**config.mk**
```make
export PLATFORM = sky130hd
export DESIGN_NAME = spislave_fifo
export DESIGN_NICKNAME = d
export VERILOG_FILES = /design/src/rtl/spislave_pkg.sv /design/src/rtl/spislave_sfifo.sv /design/src/rtl/spislave_fifo.sv
export SDC_FILE = /design/constraint.sdc
export NUM_CORES = 1
export LEC_CHECK = 0
export BUFFER_PORTS_ARGS = -buffer_cell sky130_fd_sc_hd__buf_2
export CAP_MARGIN = 20
export CORE_MARGIN = 2
export CORE_UTILIZATION = 50
export DETAILED_ROUTE_END_ITERATION = 12
export PLACE_DENSITY = 0.73
export SLEW_MARGIN = 15
export SYNTH_ARGS = -nofsm -noshare
export SYNTH_HDL_FRONTEND = slang
export SYNTH_SLANG_ARGS = --single-unit
```
**constraint.sdc**
```tcl
create_clock -name clk -period 3 [get_ports clk]
set_input_delay 0.3 -clock clk [delete_from_list [all_inputs] [get_ports clk]]
set_output_delay 0.3 -clock clk [all_outputs]
set_load 0.1 [all_outputs]
```
**src/rtl/spislave_pkg.sv**
```systemverilog
// spislave_pkg
// Shared types and helpers for the oversampled SPI slave with FIFOs.
//   spi_mode_t        : the four SPI modes, encoded as {CPOL, CPHA}
//   sample_on_rising  : 1 when the mode samples MOSI on the rising SCK edge
//   level_w           : width of a FIFO occupancy count for a given depth
package spislave_pkg;

    typedef enum logic [1:0] {
        MODE0 = 2'b00,
        MODE1 = 2'b01,
        MODE2 = 2'b10,
        MODE3 = 2'b11
    } spi_mode_t;

    // Modes 0 and 3 sample on the rising edge; modes 1 and 2 on the falling edge.
    function automatic logic sample_on_rising(input spi_mode_t mode);
        logic rise;
        case (mode)
            MODE0, MODE3: rise = 1'b1;
            default:      rise = 1'b0;
        endcase
        return rise;
    endfunction

    // An occupancy count must be able to hold DEPTH itself, hence the +1.
    function automatic int level_w(input int depth);
        return $clog2(depth) + 1;
    endfunction

endpackage

```
**src/rtl/spislave_sfifo.sv**
```systemverilog
// spislave_sfifo
// Synchronous FIFO, first-word-fall-through: rd_data_o always shows the
// stored head entry while the FIFO is not empty.
// Ports:
//   clk, rst        system clock, synchronous active-high reset
//   push_i          write request (wr_data_i is stored when accepted)
//   wr_data_i       data to store
//   pop_i           read request (head is consumed when not empty)
//   rd_data_o       head entry
//   full_o          DEPTH entries stored
//   empty_o         no entries stored
//   level_o         occupancy, 0..DEPTH
// A push while full is accepted only if a pop happens in the same cycle,
// which keeps the level unchanged. A pop while empty is ignored.
module spislave_sfifo
    import spislave_pkg::*;
#(
    parameter int WIDTH = 8,
    parameter int DEPTH = 4
) (
    input  logic                      clk,
    input  logic                      rst,
    input  logic                      push_i,
    input  logic [WIDTH-1:0]          wr_data_i,
    input  logic                      pop_i,
    output logic [WIDTH-1:0]          rd_data_o,
    output logic                      full_o,
    output logic                      empty_o,
    output logic [level_w(DEPTH)-1:0] level_o
);

    localparam int               PTR_W    = $clog2(DEPTH);
    localparam int               LVL_W    = level_w(DEPTH);
    localparam logic [LVL_W-1:0] FULL_LVL = LVL_W'(DEPTH);

    logic [WIDTH-1:0] mem_q [DEPTH];
    logic [PTR_W-1:0] wr_ptr_q, wr_ptr_d;
    logic [PTR_W-1:0] rd_ptr_q, rd_ptr_d;
    logic [LVL_W-1:0] count_q, count_d;
    logic             push_ok;
    logic             pop_ok;

    assign empty_o   = (count_q == '0);
    assign full_o    = (count_q == FULL_LVL);
    assign pop_ok    = pop_i && !empty_o;
    assign push_ok   = push_i && (!full_o || pop_ok);
    assign rd_data_o = mem_q[rd_ptr_q];
    assign level_o   = count_q;

    // DEPTH is a power of two, so the pointers wrap on their own.
    always_comb begin
        wr_ptr_d = wr_ptr_q;
        rd_ptr_d = rd_ptr_q;
        count_d  = count_q;
        if (push_ok) wr_ptr_d = wr_ptr_q + 1'b1;
        if (pop_ok)  rd_ptr_d = rd_ptr_q + 1'b1;
        case ({push_ok, pop_ok})
            2'b10:   count_d = count_q + 1'b1;
            2'b01:   count_d = count_q - 1'b1;
            default: count_d = count_q;
        endcase
    end

    always_ff @(posedge clk) begin
        if (rst) begin
            wr_ptr_q <= '0;
            rd_ptr_q <= '0;
            count_q  <= '0;
        end else begin
            wr_ptr_q <= wr_ptr_d;
            rd_ptr_q <= rd_ptr_d;
            count_q  <= count_d;
        end
    end

    // Storage needs no reset: nothing is read until the count says it was written.
    always_ff @(posedge clk) begin
        if (push_ok) mem_q[wr_ptr_q] <= wr_data_i;
    end

endmodule

```
**src/rtl/spislave_fifo.sv**
```systemverilog
// spislave_fifo
// SPI slave, any word width (2..32) and any of the four SPI modes, with the
// SCK/SS/SDI pins oversampled in the clk domain (clk >= 8x SCK). Each
// direction is buffered by a spislave_sfifo; the host side uses valid/ready.
// Ports:
//   clk, rst              system clock, synchronous active-high reset
//   sck, ss, sdi          SPI pins from the master (asynchronous)
//   sdo                   MISO, 0 outside a frame
//   tx_data/valid/ready   host -> TX FIFO push handshake
//   rx_data/valid/ready   RX FIFO head -> host pop handshake
//   tx_level, rx_level    FIFO occupancies
//   tx_underrun           sticky: a word was loaded from an empty TX FIFO
//   rx_overrun            sticky: a received word was dropped, RX FIFO full
//   flag_clr              clears both sticky flags (a same-cycle set wins)
//   busy                  a frame is in progress
// Build option: define SPISLAVE_LSB_FIRST_EN to run both directions
// LSB-first; by default words go MSB-first.
//
// Frame tracking
//   active_q | meaning
//   0        | idle: sdo low, SCK edges ignored, waiting for an SS fall
//   1        | in frame: SCK edges sample/shift, words complete every DATA_W
module spislave_fifo
    import spislave_pkg::*;
#(
    parameter int          DATA_W     = 8,
    parameter int          FIFO_DEPTH = 4,
    parameter bit          CPOL       = 1'b0,
    parameter bit          CPHA       = 1'b0,
    parameter logic [31:0] TX_IDLE    = 32'h0
) (
    input  logic                           clk,
    input  logic                           rst,
    input  logic                           sck,
    input  logic                           ss,
    input  logic                           sdi,
    output logic                           sdo,
    input  logic [DATA_W-1:0]              tx_data,
    input  logic                           tx_valid,
    output logic                           tx_ready,
    output logic [DATA_W-1:0]              rx_data,
    output logic                           rx_valid,
    input  logic                           rx_ready,
    output logic [level_w(FIFO_DEPTH)-1:0] tx_level,
    output logic [level_w(FIFO_DEPTH)-1:0] rx_level,
    output logic                           tx_underrun,
    output logic                           rx_overrun,
    input  logic                           flag_clr,
    output logic                           busy
);

    localparam int                CNT_W       = $clog2(DATA_W + 1);
    localparam spi_mode_t         MODE        = spi_mode_t'({CPOL, CPHA});
    localparam bit                SAMPLE_RISE = sample_on_rising(MODE);
    localparam logic [CNT_W-1:0]  LAST_BIT    = CNT_W'(DATA_W - 1);
    localparam logic [DATA_W-1:0] IDLE_WORD   = TX_IDLE[DATA_W-1:0];

    logic sck_m_q, sck_s_q, sck_p_q;
    logic ss_m_q, ss_s_q, ss_p_q;
    logic sdi_m_q, sdi_s_q;

    logic sck_rise, sck_fall, ss_fall, ss_rise;
    logic sample_edge, shift_edge;

    logic              active_q, active_d;
    logic [CNT_W-1:0]  cnt_q, cnt_d;
    logic [DATA_W-1:0] tx_sh_q, tx_sh_d;
    logic [DATA_W-1:0] rx_sh_q, rx_sh_d;
    logic              first_q, first_d;
    logic              reload_q, reload_d;
    logic              underrun_q, overrun_q;

    logic [DATA_W-1:0] rx_next, tx_shifted;
    logic              tx_load, rx_push;
    logic              tx_empty, tx_full, rx_empty, rx_full;
    logic [DATA_W-1:0] tx_head;
    logic              sdo_bit;
    logic              underrun_set, overrun_set;

    // SS synchronisers come out of reset low so a select held across reset
    // never looks like a fall; only a fresh high-to-low transition starts a frame.
    always_ff @(posedge clk) begin
        if (rst) begin
            sck_m_q <= CPOL;
            sck_s_q <= CPOL;
            sck_p_q <= CPOL;
            ss_m_q  <= 1'b0;
            ss_s_q  <= 1'b0;
            ss_p_q  <= 1'b0;
            sdi_m_q <= 1'b0;
            sdi_s_q <= 1'b0;
        end else begin
            sck_m_q <= sck;
            sck_s_q <= sck_m_q;
            sck_p_q <= sck_s_q;
            ss_m_q  <= ss;
            ss_s_q  <= ss_m_q;
            ss_p_q  <= ss_s_q;
            sdi_m_q <= sdi;
            sdi_s_q <= sdi_m_q;
        end
    end

    assign sck_rise    = sck_s_q && !sck_p_q;
    assign sck_fall    = !sck_s_q && sck_p_q;
    assign ss_fall     = !ss_s_q && ss_p_q;
    assign ss_rise     = ss_s_q && !ss_p_q;
    assign sample_edge = SAMPLE_RISE ? sck_rise : sck_fall;
    assign shift_edge  = SAMPLE_RISE ? sck_fall : sck_rise;

`ifdef SPISLAVE_LSB_FIRST_EN
    assign rx_next    = {sdi_s_q, rx_sh_q[DATA_W-1:1]};
    assign tx_shifted = {1'b0, tx_sh_q[DATA_W-1:1]};
    assign sdo_bit    = tx_sh_q[0];
`else
    assign rx_next    = {rx_sh_q[DATA_W-2:0], sdi_s_q};
    assign tx_shifted = {tx_sh_q[DATA_W-2:0], 1'b0};
    assign sdo_bit    = tx_sh_q[DATA_W-1];
`endif

    // first_q: CPHA=1 word whose first shift edge only presents the already
    // loaded MSB. reload_q: a word just completed, so the next shift edge
    // fetches the following TX word instead of shifting.
    always_comb begin
        active_d = active_q;
        cnt_d    = cnt_q;
        tx_sh_d  = tx_sh_q;
        rx_sh_d  = rx_sh_q;
        first_d  = first_q;
        reload_d = reload_q;
        tx_load  = 1'b0;
        rx_push  = 1'b0;
        if (ss_fall) begin
            active_d = 1'b1;
            cnt_d    = '0;
            rx_sh_d  = '0;
            first_d  = CPHA;
            reload_d = 1'b0;
            tx_load  = 1'b1;
        end else if (ss_rise) begin
            active_d = 1'b0;
            cnt_d    = '0;
            first_d  = 1'b0;
            reload_d = 1'b0;
        end else if (active_q) begin
            if (sample_edge) begin
                rx_sh_d = rx_next;
                if (cnt_q == LAST_BIT) begin
                    cnt_d    = '0;
                    rx_push  = 1'b1;
                    reload_d = 1'b1;
                end else begin
                    cnt_d = cnt_q + 1'b1;
                end
            end else if (shift_edge) begin
                if (reload_q) begin
                    tx_load  = 1'b1;
                    reload_d = 1'b0;
                    first_d  = 1'b0;
                end else if (first_q) begin
                    first_d = 1'b0;
                end else begin
                    tx_sh_d = tx_shifted;
                end
            end
        end
        if (tx_load) tx_sh_d = tx_empty ? IDLE_WORD : tx_head;
    end

    always_ff @(posedge clk) begin
        if (rst) begin
            active_q <= 1'b0;
            cnt_q    <= '0;
            tx_sh_q  <= '0;
            rx_sh_q  <= '0;
            first_q  <= 1'b0;
            reload_q <= 1'b0;
        end else begin
            active_q <= active_d;
            cnt_q    <= cnt_d;
            tx_sh_q  <= tx_sh_d;
            rx_sh_q  <= rx_sh_d;
            first_q  <= first_d;
            reload_q <= reload_d;
        end
    end

    // A full RX FIFO still takes the word if the host pops in the same cycle.
    assign underrun_set = tx_load && tx_empty;
    assign overrun_set  = rx_push && rx_full && !rx_ready;

    always_ff @(posedge clk) begin
        if (rst) begin
            underrun_q <= 1'b0;
            overrun_q  <= 1'b0;
        end else begin
            underrun_q <= underrun_set || (underrun_q && !flag_clr);
            overrun_q  <= overrun_set || (overrun_q && !flag_clr);
        end
    end

    spislave_sfifo #(
        .WIDTH (DATA_W),
        .DEPTH (FIFO_DEPTH)
    ) u_tx_fifo (
        .clk       (clk),
        .rst       (rst),
        .push_i    (tx_valid),
        .wr_data_i (tx_data),
        .pop_i     (tx_load),
        .rd_data_o (tx_head),
        .full_o    (tx_full),
        .empty_o   (tx_empty),
        .level_o   (tx_level)
    );

    spislave_sfifo #(
        .WIDTH (DATA_W),
        .DEPTH (FIFO_DEPTH)
    ) u_rx_fifo (
        .clk       (clk),
        .rst       (rst),
        .push_i    (rx_push),
        .wr_data_i (rx_next),
        .pop_i     (rx_ready),
        .rd_data_o (rx_data),
        .full_o    (rx_full),
        .empty_o   (rx_empty),
        .level_o   (rx_level)
    );

    assign sdo         = active_q && sdo_bit;
    assign tx_ready    = !tx_full;
    assign rx_valid    = !rx_empty;
    assign tx_underrun = underrun_q;
    assign rx_overrun  = overrun_q;
    assign busy        = active_q;

endmodule

```
## Word level (Yosys, flattened, before mapping)

Memory sizes are Yosys's and may differ from the RTL's. A register that Yosys moved wholly into a read port is not among the register bits.
Cells that the tools add are included.

| word-level totals | value |
|---|---|
| flip-flop bits (word level) | 45 |
| RAM bits | 64 |
| output and inout port bits | 20 |
| word-level logic and storage cells | 122 |
| memories | 2 |

Memories:

| name | words | width | read ports | clocked after memory_dff | write ports | line | text |
|---|---|---|---|---|---|---|---|
| u_rx_fifo.mem_q | 4 | 8 | 1 | 1 | 1 | spislave_sfifo.sv:36 | `logic [WIDTH-1:0] mem_q [DEPTH];` |
| u_tx_fifo.mem_q | 4 | 8 | 1 | 1 | 1 | spislave_sfifo.sv:36 |  |

| operators by class | value |
|---|---|
| add/sub/neg operators | 9 |
| equality and inequality tests | 12 |
| mux-type cells | 35 |
| bitwise logic cells | 1 |
| reduce and logical (&&, ||, !) cells | 42 |

Operator list:

| cell | number |
|---|---|
| 2-to-1 mux 8 bit | 8 |
| 2-to-1 mux 1 bit | 20 |
| logical AND 1 bit | 14 |
| one-hot mux 3 bit (2 select lines) | 2 |
| nonzero test 2 bit | 6 |
| zero test 1 bit | 10 |
| inequality test 2 x 1 -> 1 bit (second input constant) | 5 |
| adder 2 x 1 -> 2 bit (second input constant) | 4 |
| 2-to-1 mux 2 bit | 4 |
| adder 3 x 1 -> 3 bit (second input constant) | 2 |
| equality test 3 bit (second input constant) | 2 |
| zero test 3 bit | 2 |
| AND reduction 3 bit | 2 |
| AND reduction 6 bit | 1 |
| subtractor 3 x 1 -> 3 bit (second input constant) | 2 |
| adder 4 x 1 -> 4 bit (second input constant) | 1 |
| equality test 2 x 1 -> 1 bit (second input constant) | 2 |
| equality test 2 bit (second input constant) | 2 |
| equality test 4 x 3 -> 1 bit (second input constant) | 1 |
| logical OR 1 bit | 4 |
| 2-to-1 mux 4 bit | 1 |
| OR reduction 3 bit | 1 |
| AND reduction 2 bit | 1 |
| OR reduction 2 bit | 1 |
| NOT 1 bit | 1 |

## Longest topological paths before layout

| logic depth | value |
|---|---|
| depth after elaboration | 12 |
| depth in mapped cells | 11 |
| mapped depth without buffers | 10 |

## Hierarchy

A second synthesis with hierarchy kept.

| second synthesis, totals | value |
|---|---|
| cells, all modules | 351 |
| area total of the unflattened synthesis | 4790.8 um^2 |

Modules (own cells, without submodules):

| module | instances | cells an instance | area each (um^2) | seq. area each (um^2) |
|---|---|---|---|---|
| spislave_sfifo (u_tx_fifo) | 1 | 109 | 1737.9 | 1141.1 |
| spislave_sfifo (u_rx_fifo) | 1 | 96 | 1645.3 | 1141.1 |
| spislave_fifo | 1 | 146 | 1407.6 | 620.6 |

## Worst setup path before layout

OpenSTA, ideal clock, no wires.

| timing path | value |
|---|---|
| path type | register to register |
| start point | reg active_q, in the netlist busy |
| end point | reg u_tx_fifo.count_q[2], in the netlist u_tx_fifo.level_o[2] |
| setup time | 0.133 ns |
| arrival | 2.592 ns |
| data required time | 2.867 ns |
| setup slack | 0.275 ns |
| cell stages (with the launch flop) | 10 |
| clock period less this slack | 2.725 ns |
| cell sequence | dfxtp_1 > nand3b_1 > o21ai_1 > buf_2 > nand3_1 > fa_1 > inv_1 > nor4_1 > o21ai_0 > a31oi_1 |

| on the way | value |
|---|---|
| cells in the longest elaborated chain, start to end | 8 |
| elaborated cells on any way between the ends | 10 |
| classes of those cells | eq/ne (2); mux (4); reduce/logical (4) |

Ends and longest elaborated chain:

| item | line | text |
|---|---|---|
| from (decl) | spislave_fifo.sv:65 | `logic active_q, active_d;` |
| from (signal assigned) | spislave_fifo.sv:179 | `active_q <= active_d;` |
| 2-to-1 mux 1 bit (*) | spislave_fifo.sv:145 | `end else if (active_q) begin` |
| 2-to-1 mux 1 bit (*) | spislave_fifo.sv:140 | `end else if (ss_rise) begin` |
| 2-to-1 mux 1 bit (*) | spislave_fifo.sv:133 | `if (ss_fall) begin` |
| logical AND 1 bit (*) | spislave_sfifo.sv:45 | `assign pop_ok = pop_i && !empty_o;` |
| logical OR 1 bit | spislave_sfifo.sv:46 | `assign push_ok = push_i && (!full_o \|\| pop_ok);` |
| logical AND 1 bit | spislave_sfifo.sv:46 |  |
| equality test 2 x 1 -> 1 bit or equality test 2 bit (tied branches) | spislave_sfifo.sv:57 | `case ({push_ok, pop_ok})` |
| one-hot mux 3 bit (2 select lines) or nonzero test 2 bit (tied branches) | - |  |
| to (signal assigned) | spislave_sfifo.sv:72 | `count_q <= count_d;` |
| to (decl) | spislave_sfifo.sv:39 | `logic [LVL_W-1:0] count_q, count_d;` |

Mark *: on every way between the ends. The rest lies on a longest branch, timed or not.
A chain may end at the register's enable or synchronous reset.

## Worst setup path in the final report

| timing path | value |
|---|---|
| start point | reg ss_p_q |
| end point | reg u_rx_fifo.count_q[2], in the netlist u_rx_fifo.level_o[2] |

| on the way | value |
|---|---|
| cells in the longest elaborated chain, start to end | 7 |
| elaborated cells on any way between the ends | 10 |
| classes of those cells | eq/ne (2); mux (3); reduce/logical (5) |

Ends and longest elaborated chain:

| item | line | text |
|---|---|---|
| from (decl) | spislave_fifo.sv:59 | `logic ss_m_q, ss_s_q, ss_p_q;` |
| from (signal assigned) | spislave_fifo.sv:98 | `ss_p_q <= ss_s_q;` |
| zero test 1 bit | spislave_fifo.sv:107 | `assign ss_rise = ss_s_q && !ss_p_q;` |
| logical AND 1 bit | spislave_fifo.sv:107 |  |
| 2-to-1 mux 1 bit | spislave_fifo.sv:140 |  |
| 2-to-1 mux 1 bit (*) | spislave_fifo.sv:133 |  |
| logical AND 1 bit (*) | spislave_sfifo.sv:46 |  |
| equality test 2 x 1 -> 1 bit or equality test 2 bit (tied branches) | spislave_sfifo.sv:57 |  |
| one-hot mux 3 bit (2 select lines) or nonzero test 2 bit (tied branches) | - |  |
| to (signal assigned) | spislave_sfifo.sv:72 |  |
| to (decl) | spislave_sfifo.sv:39 |  |

Marks and branches as above.

==> results by group <==
Timing
  – FMAX: between 400 and 500 MHz
  – Fin. Hold Viols: 0
  – Fin crit share: about four fifths
  – Slew HR: roughly 53%
  – Pin slew with the least headroom to its limit: roughly 0.71 ns
  – Max-slew violation count: 0
  – Clock skew: roughly 0.0055 ns
  – Setup TNS: 0 ns
  – Fin crit period: 2.405 ns
  – Finish-stage setup viols: 0
  – Unrepaired setup endpoints after global routing: false

GRT
  – Grt ovf: 0
  – Largest net degree at the start of global routing: 41
  – Global Route Usage Sum: around 18%
  – First-pass GRT wire length: about 14000 um
  – Vias in the first global route: approximately 3000
  – Initial antenna violation count: 0

Pwr
  – Max VDD drop: 0.6315 mV
  – LEAKAGE: around 2.1 nW
  – PwrDens: slightly above 900 nW/um^2

Logic synthesis
  – Seq cells post-synth: approximately 110
  – Syn Area/Cell: 13.72 um^2
  – Sequential share of the synthesized area: a little over three fifths
  – Post-synth top area share: 41.56%
  – Async SR Flop Fraction: 0%
  – Cell taking the most area after synthesis: edfxtp_1
  – Syn_nets: 366
  – Number of enable flip-flop cells after synthesis: between 60 and 70
  – Post-Syn Instances: around 340
  – Yosys cell types: 48
  – Largest cells by area after synthesis: edfxtp_1 42%, dfxtp_1 21%, mux4_2 7.8%
  – Top FF cell, synth: edfxtp_1
  – Synthesized area: approximately 4600 um^2
  – Yosys warns: 0

Finish
  – Layout net count: 417
  – Diodes inserted: 0
  – Fin util: roughly 60%
  – Layout cell share with drive strength beyond 1: between 20% and 30%
  – P&R area growth vs syn: 20.94%

Place
  – DP Wirelength: approximately 5300 um
  – Port Buf Inserts: 35
  – RePlAce Congestion: between 0.7 and 0.8

Clocking
  – H-tree depth: 4
  – Post-CTS resize count: 0
  – Clock Tree Buf Depth: 2
  – CTS sink count: about 110
  – Clock Latency Late Sink: roughly 0.51 ns
  – CTS tree: built
  – CTS clk-pin slew, worst paths: 0.06 ns
  – Num CTS Buffers: 17
  – Post-CTS setup buffer count: 0
  – Clock root cell: clkbuf_8

Floorplan
  – Die area: around 10000 um^2
  – Die H: 100.2 um
  – Die X: roughly 100 um
  – Starting density of the core: approximately half
  – Rows: 35
  – I/O Pins: 36
  – Core area: about 9100 um^2

Hold path
  – Worst Hold Class: input port to register

Drt
  – Starting DRT DRC Count: around 100
  – WL/cell: between 15 and 20 um
  – DRC Markers: 0
  – Vias: about 2800
  – Post-Route WL: a little over 8000 um
  – Number of nets still failing antenna checks after routing: 0
  – Drt first pass iters: 4
  – Vias per cell: 5.436

Setup path
  – Critical path class: register to register
  – Crit start category: register
  – Worst Path Arrival: about 2.8 ns
  – Required time worst endpoint: roughly 3.4 ns
  – CP endpoint kind: register
  – CP Max Fanout: 10

Run
  – Max cap viols: 0

Status
  – Status: completed
layer usage:
layer	up-vias	GRT usage, %	wire length [um]
met5	-	0	0
met4	0	9.378	175
met1	1357	20.55	3525
met2	59	30.30	4206
li1	1348	-	-
met3	19	5.641	271
registers in the layout, indices dropped and copies added, names as in the netlist, 2 cells and up, named ones only:
register and cells:
rx_sh_q 7, u_tx_fifo.wr_ptr_q 2, u_rx_fifo.mem_q 32, u_rx_fifo.rd_ptr_q 2, u_tx_fifo.mem_q 32, u_rx_fifo.wr_ptr_q 2
u_tx_fifo.level_o 3, u_tx_fifo.rd_ptr_q 2, tx_sh_q 8, u_rx_fifo.level_o 3, cnt_q 4
final cells by class:
| type | instances | area, um^2 |
|---|---|---|
| tap | 111 | 138.9 |
| inverter | 16 | 60.06 |
| timing repair buffer | 47 | 287.8 |
| multi-input combinational | 193 | 1583 |
| fill | 684 | 3516 |
| clock inverter | 15 | 206.4 |
| clock buffer | 17 | 414.1 |
| sequential | 113 | 2903 |
path summary, 6_finish.rpt:
kind | start | end | slack (ns) | cells after the start
max | ss_p_q$_SDFF_PP0_ | u_rx_fifo.level_o[2]$_SDFFE_PP0P_ | 0.59 | 9
min | tx_data[7] | u_tx_fifo.mem_q[2][7]$_DFFE_PP_ | 0.02 | 1
max reg2reg | ss_p_q$_SDFF_PP0_ | u_rx_fifo.level_o[2]$_SDFFE_PP0P_ | 0.59 | 9
min reg2reg | sdi_m_q$_SDFF_PP0_ | sdi_s_q$_SDFF_PP0_ | 0.44 | 1
timing repair:
| item | in CTS | in global routing |
|---|---|---|
| hold buffers | 9 | 0 |
| setup endpoints to repair | 0 | 0 |
| hold endpoints to repair | 30 | 0 |
critical path, cell delays in order, from the launching register on:
cell and delay [ns]:
dfxtp_1 0.31, inv_1 0.05, ha_1 0.20, and4bb_1 0.40
a21oi_2 0.30, inv_1 0.09, fa_1 0.40, nor2_1 0.14
a22oi_2 0.07, mux2_4 0.31
power by group:
| group | total [W] | switching, W | leakage (nW) | internal, W |
|---|---|---|---|---|
| clock | 0.00208 | 0.000721 | 0.301 | 0.00136 |
| sequential | 0.00181 | 0.0000938 | 1.01 | 0.00172 |
| combinational | 0.00118 | 0.000880 | 0.746 | 0.000300 |
Yosys cell counts (2+ instances only):
library cell  instances
clkbuf_1              5
nor4_1                2
and2_2                5
or3_1                 4
mux4_2               16
ha_1                 11
dfxtp_1              49
a31oi_1               6
o31ai_1               2
nor3_1                3
a21boi_0              2
and3b_2               2
inv_1                16
o21ai_0               8
nand3_1              10
mux2i_1              12
fa_1                  2
xor2_1                2
mux2_4                3
buf_6                 2
nand2_1              14
buf_2                 6
mux2_2                5
nor2_1               38
a21oi_1               6
and2_1                4
nand4_1               2
edfxtp_1             64
nand3b_1              2
buf_1                 2
nor2b_1              10
nand2b_1              3
xnor2_1               2
a311oi_1              3
cell usage in the layout, fill, tap and decap left out, types with 5 or more instances in the layout:
cell type,instances
nand3_1,10
buf_2,35
inv_1,16
a21oi_1,6
nand2_1,14
dlygate4sd3_1,9
dfxtp_1,49
nor2_1,38
clkbuf_16,16
edfxtp_1,64
mux2i_1,12
and2_2,5
ha_1,11
nor2b_1,10
mux2_2,5
a31oi_1,6
o21ai_0,8
mux4_2,16
logic make-up after synthesis:
family	after synthesis	share of synthesized area, %
buffers and inverters	31	3.003
AND/OR/NAND/NOR	104	11.66
AO/OA/AOI/OAI	36	5.384
adder cells (fa/ha/maj)	13	3.842
multiplexers	36	12.58
XOR/XNOR	4	0.7577
flip-flops	113	62.77
stage by stage:
| step | instances | area [um^2] | power (W) | hold WS (ns) | worst slack, ns |
|---|---|---|---|---|---|
| after floorplan | 337 | 4624 | 0.002842 | 0.3989 | 0.2753 |
| after global placement | 471 | 4882 | 0.003000 | 0.4184 | 0.6609 |
| after detailed placement | 471 | 4882 | 0.003016 | 0.4231 | 0.5899 |
| after CTS | 512 | 5593 | 0.005117 | 0.001545 | 0.5855 |
| after global routing | 512 | 5593 | 0.005245 | 0.006712 | 0.4173 |
| final | 512 | 5593 | 0.005069 | 0.02205 | 0.5947 |
No activity file was read; power rests on OpenSTA's default activity.
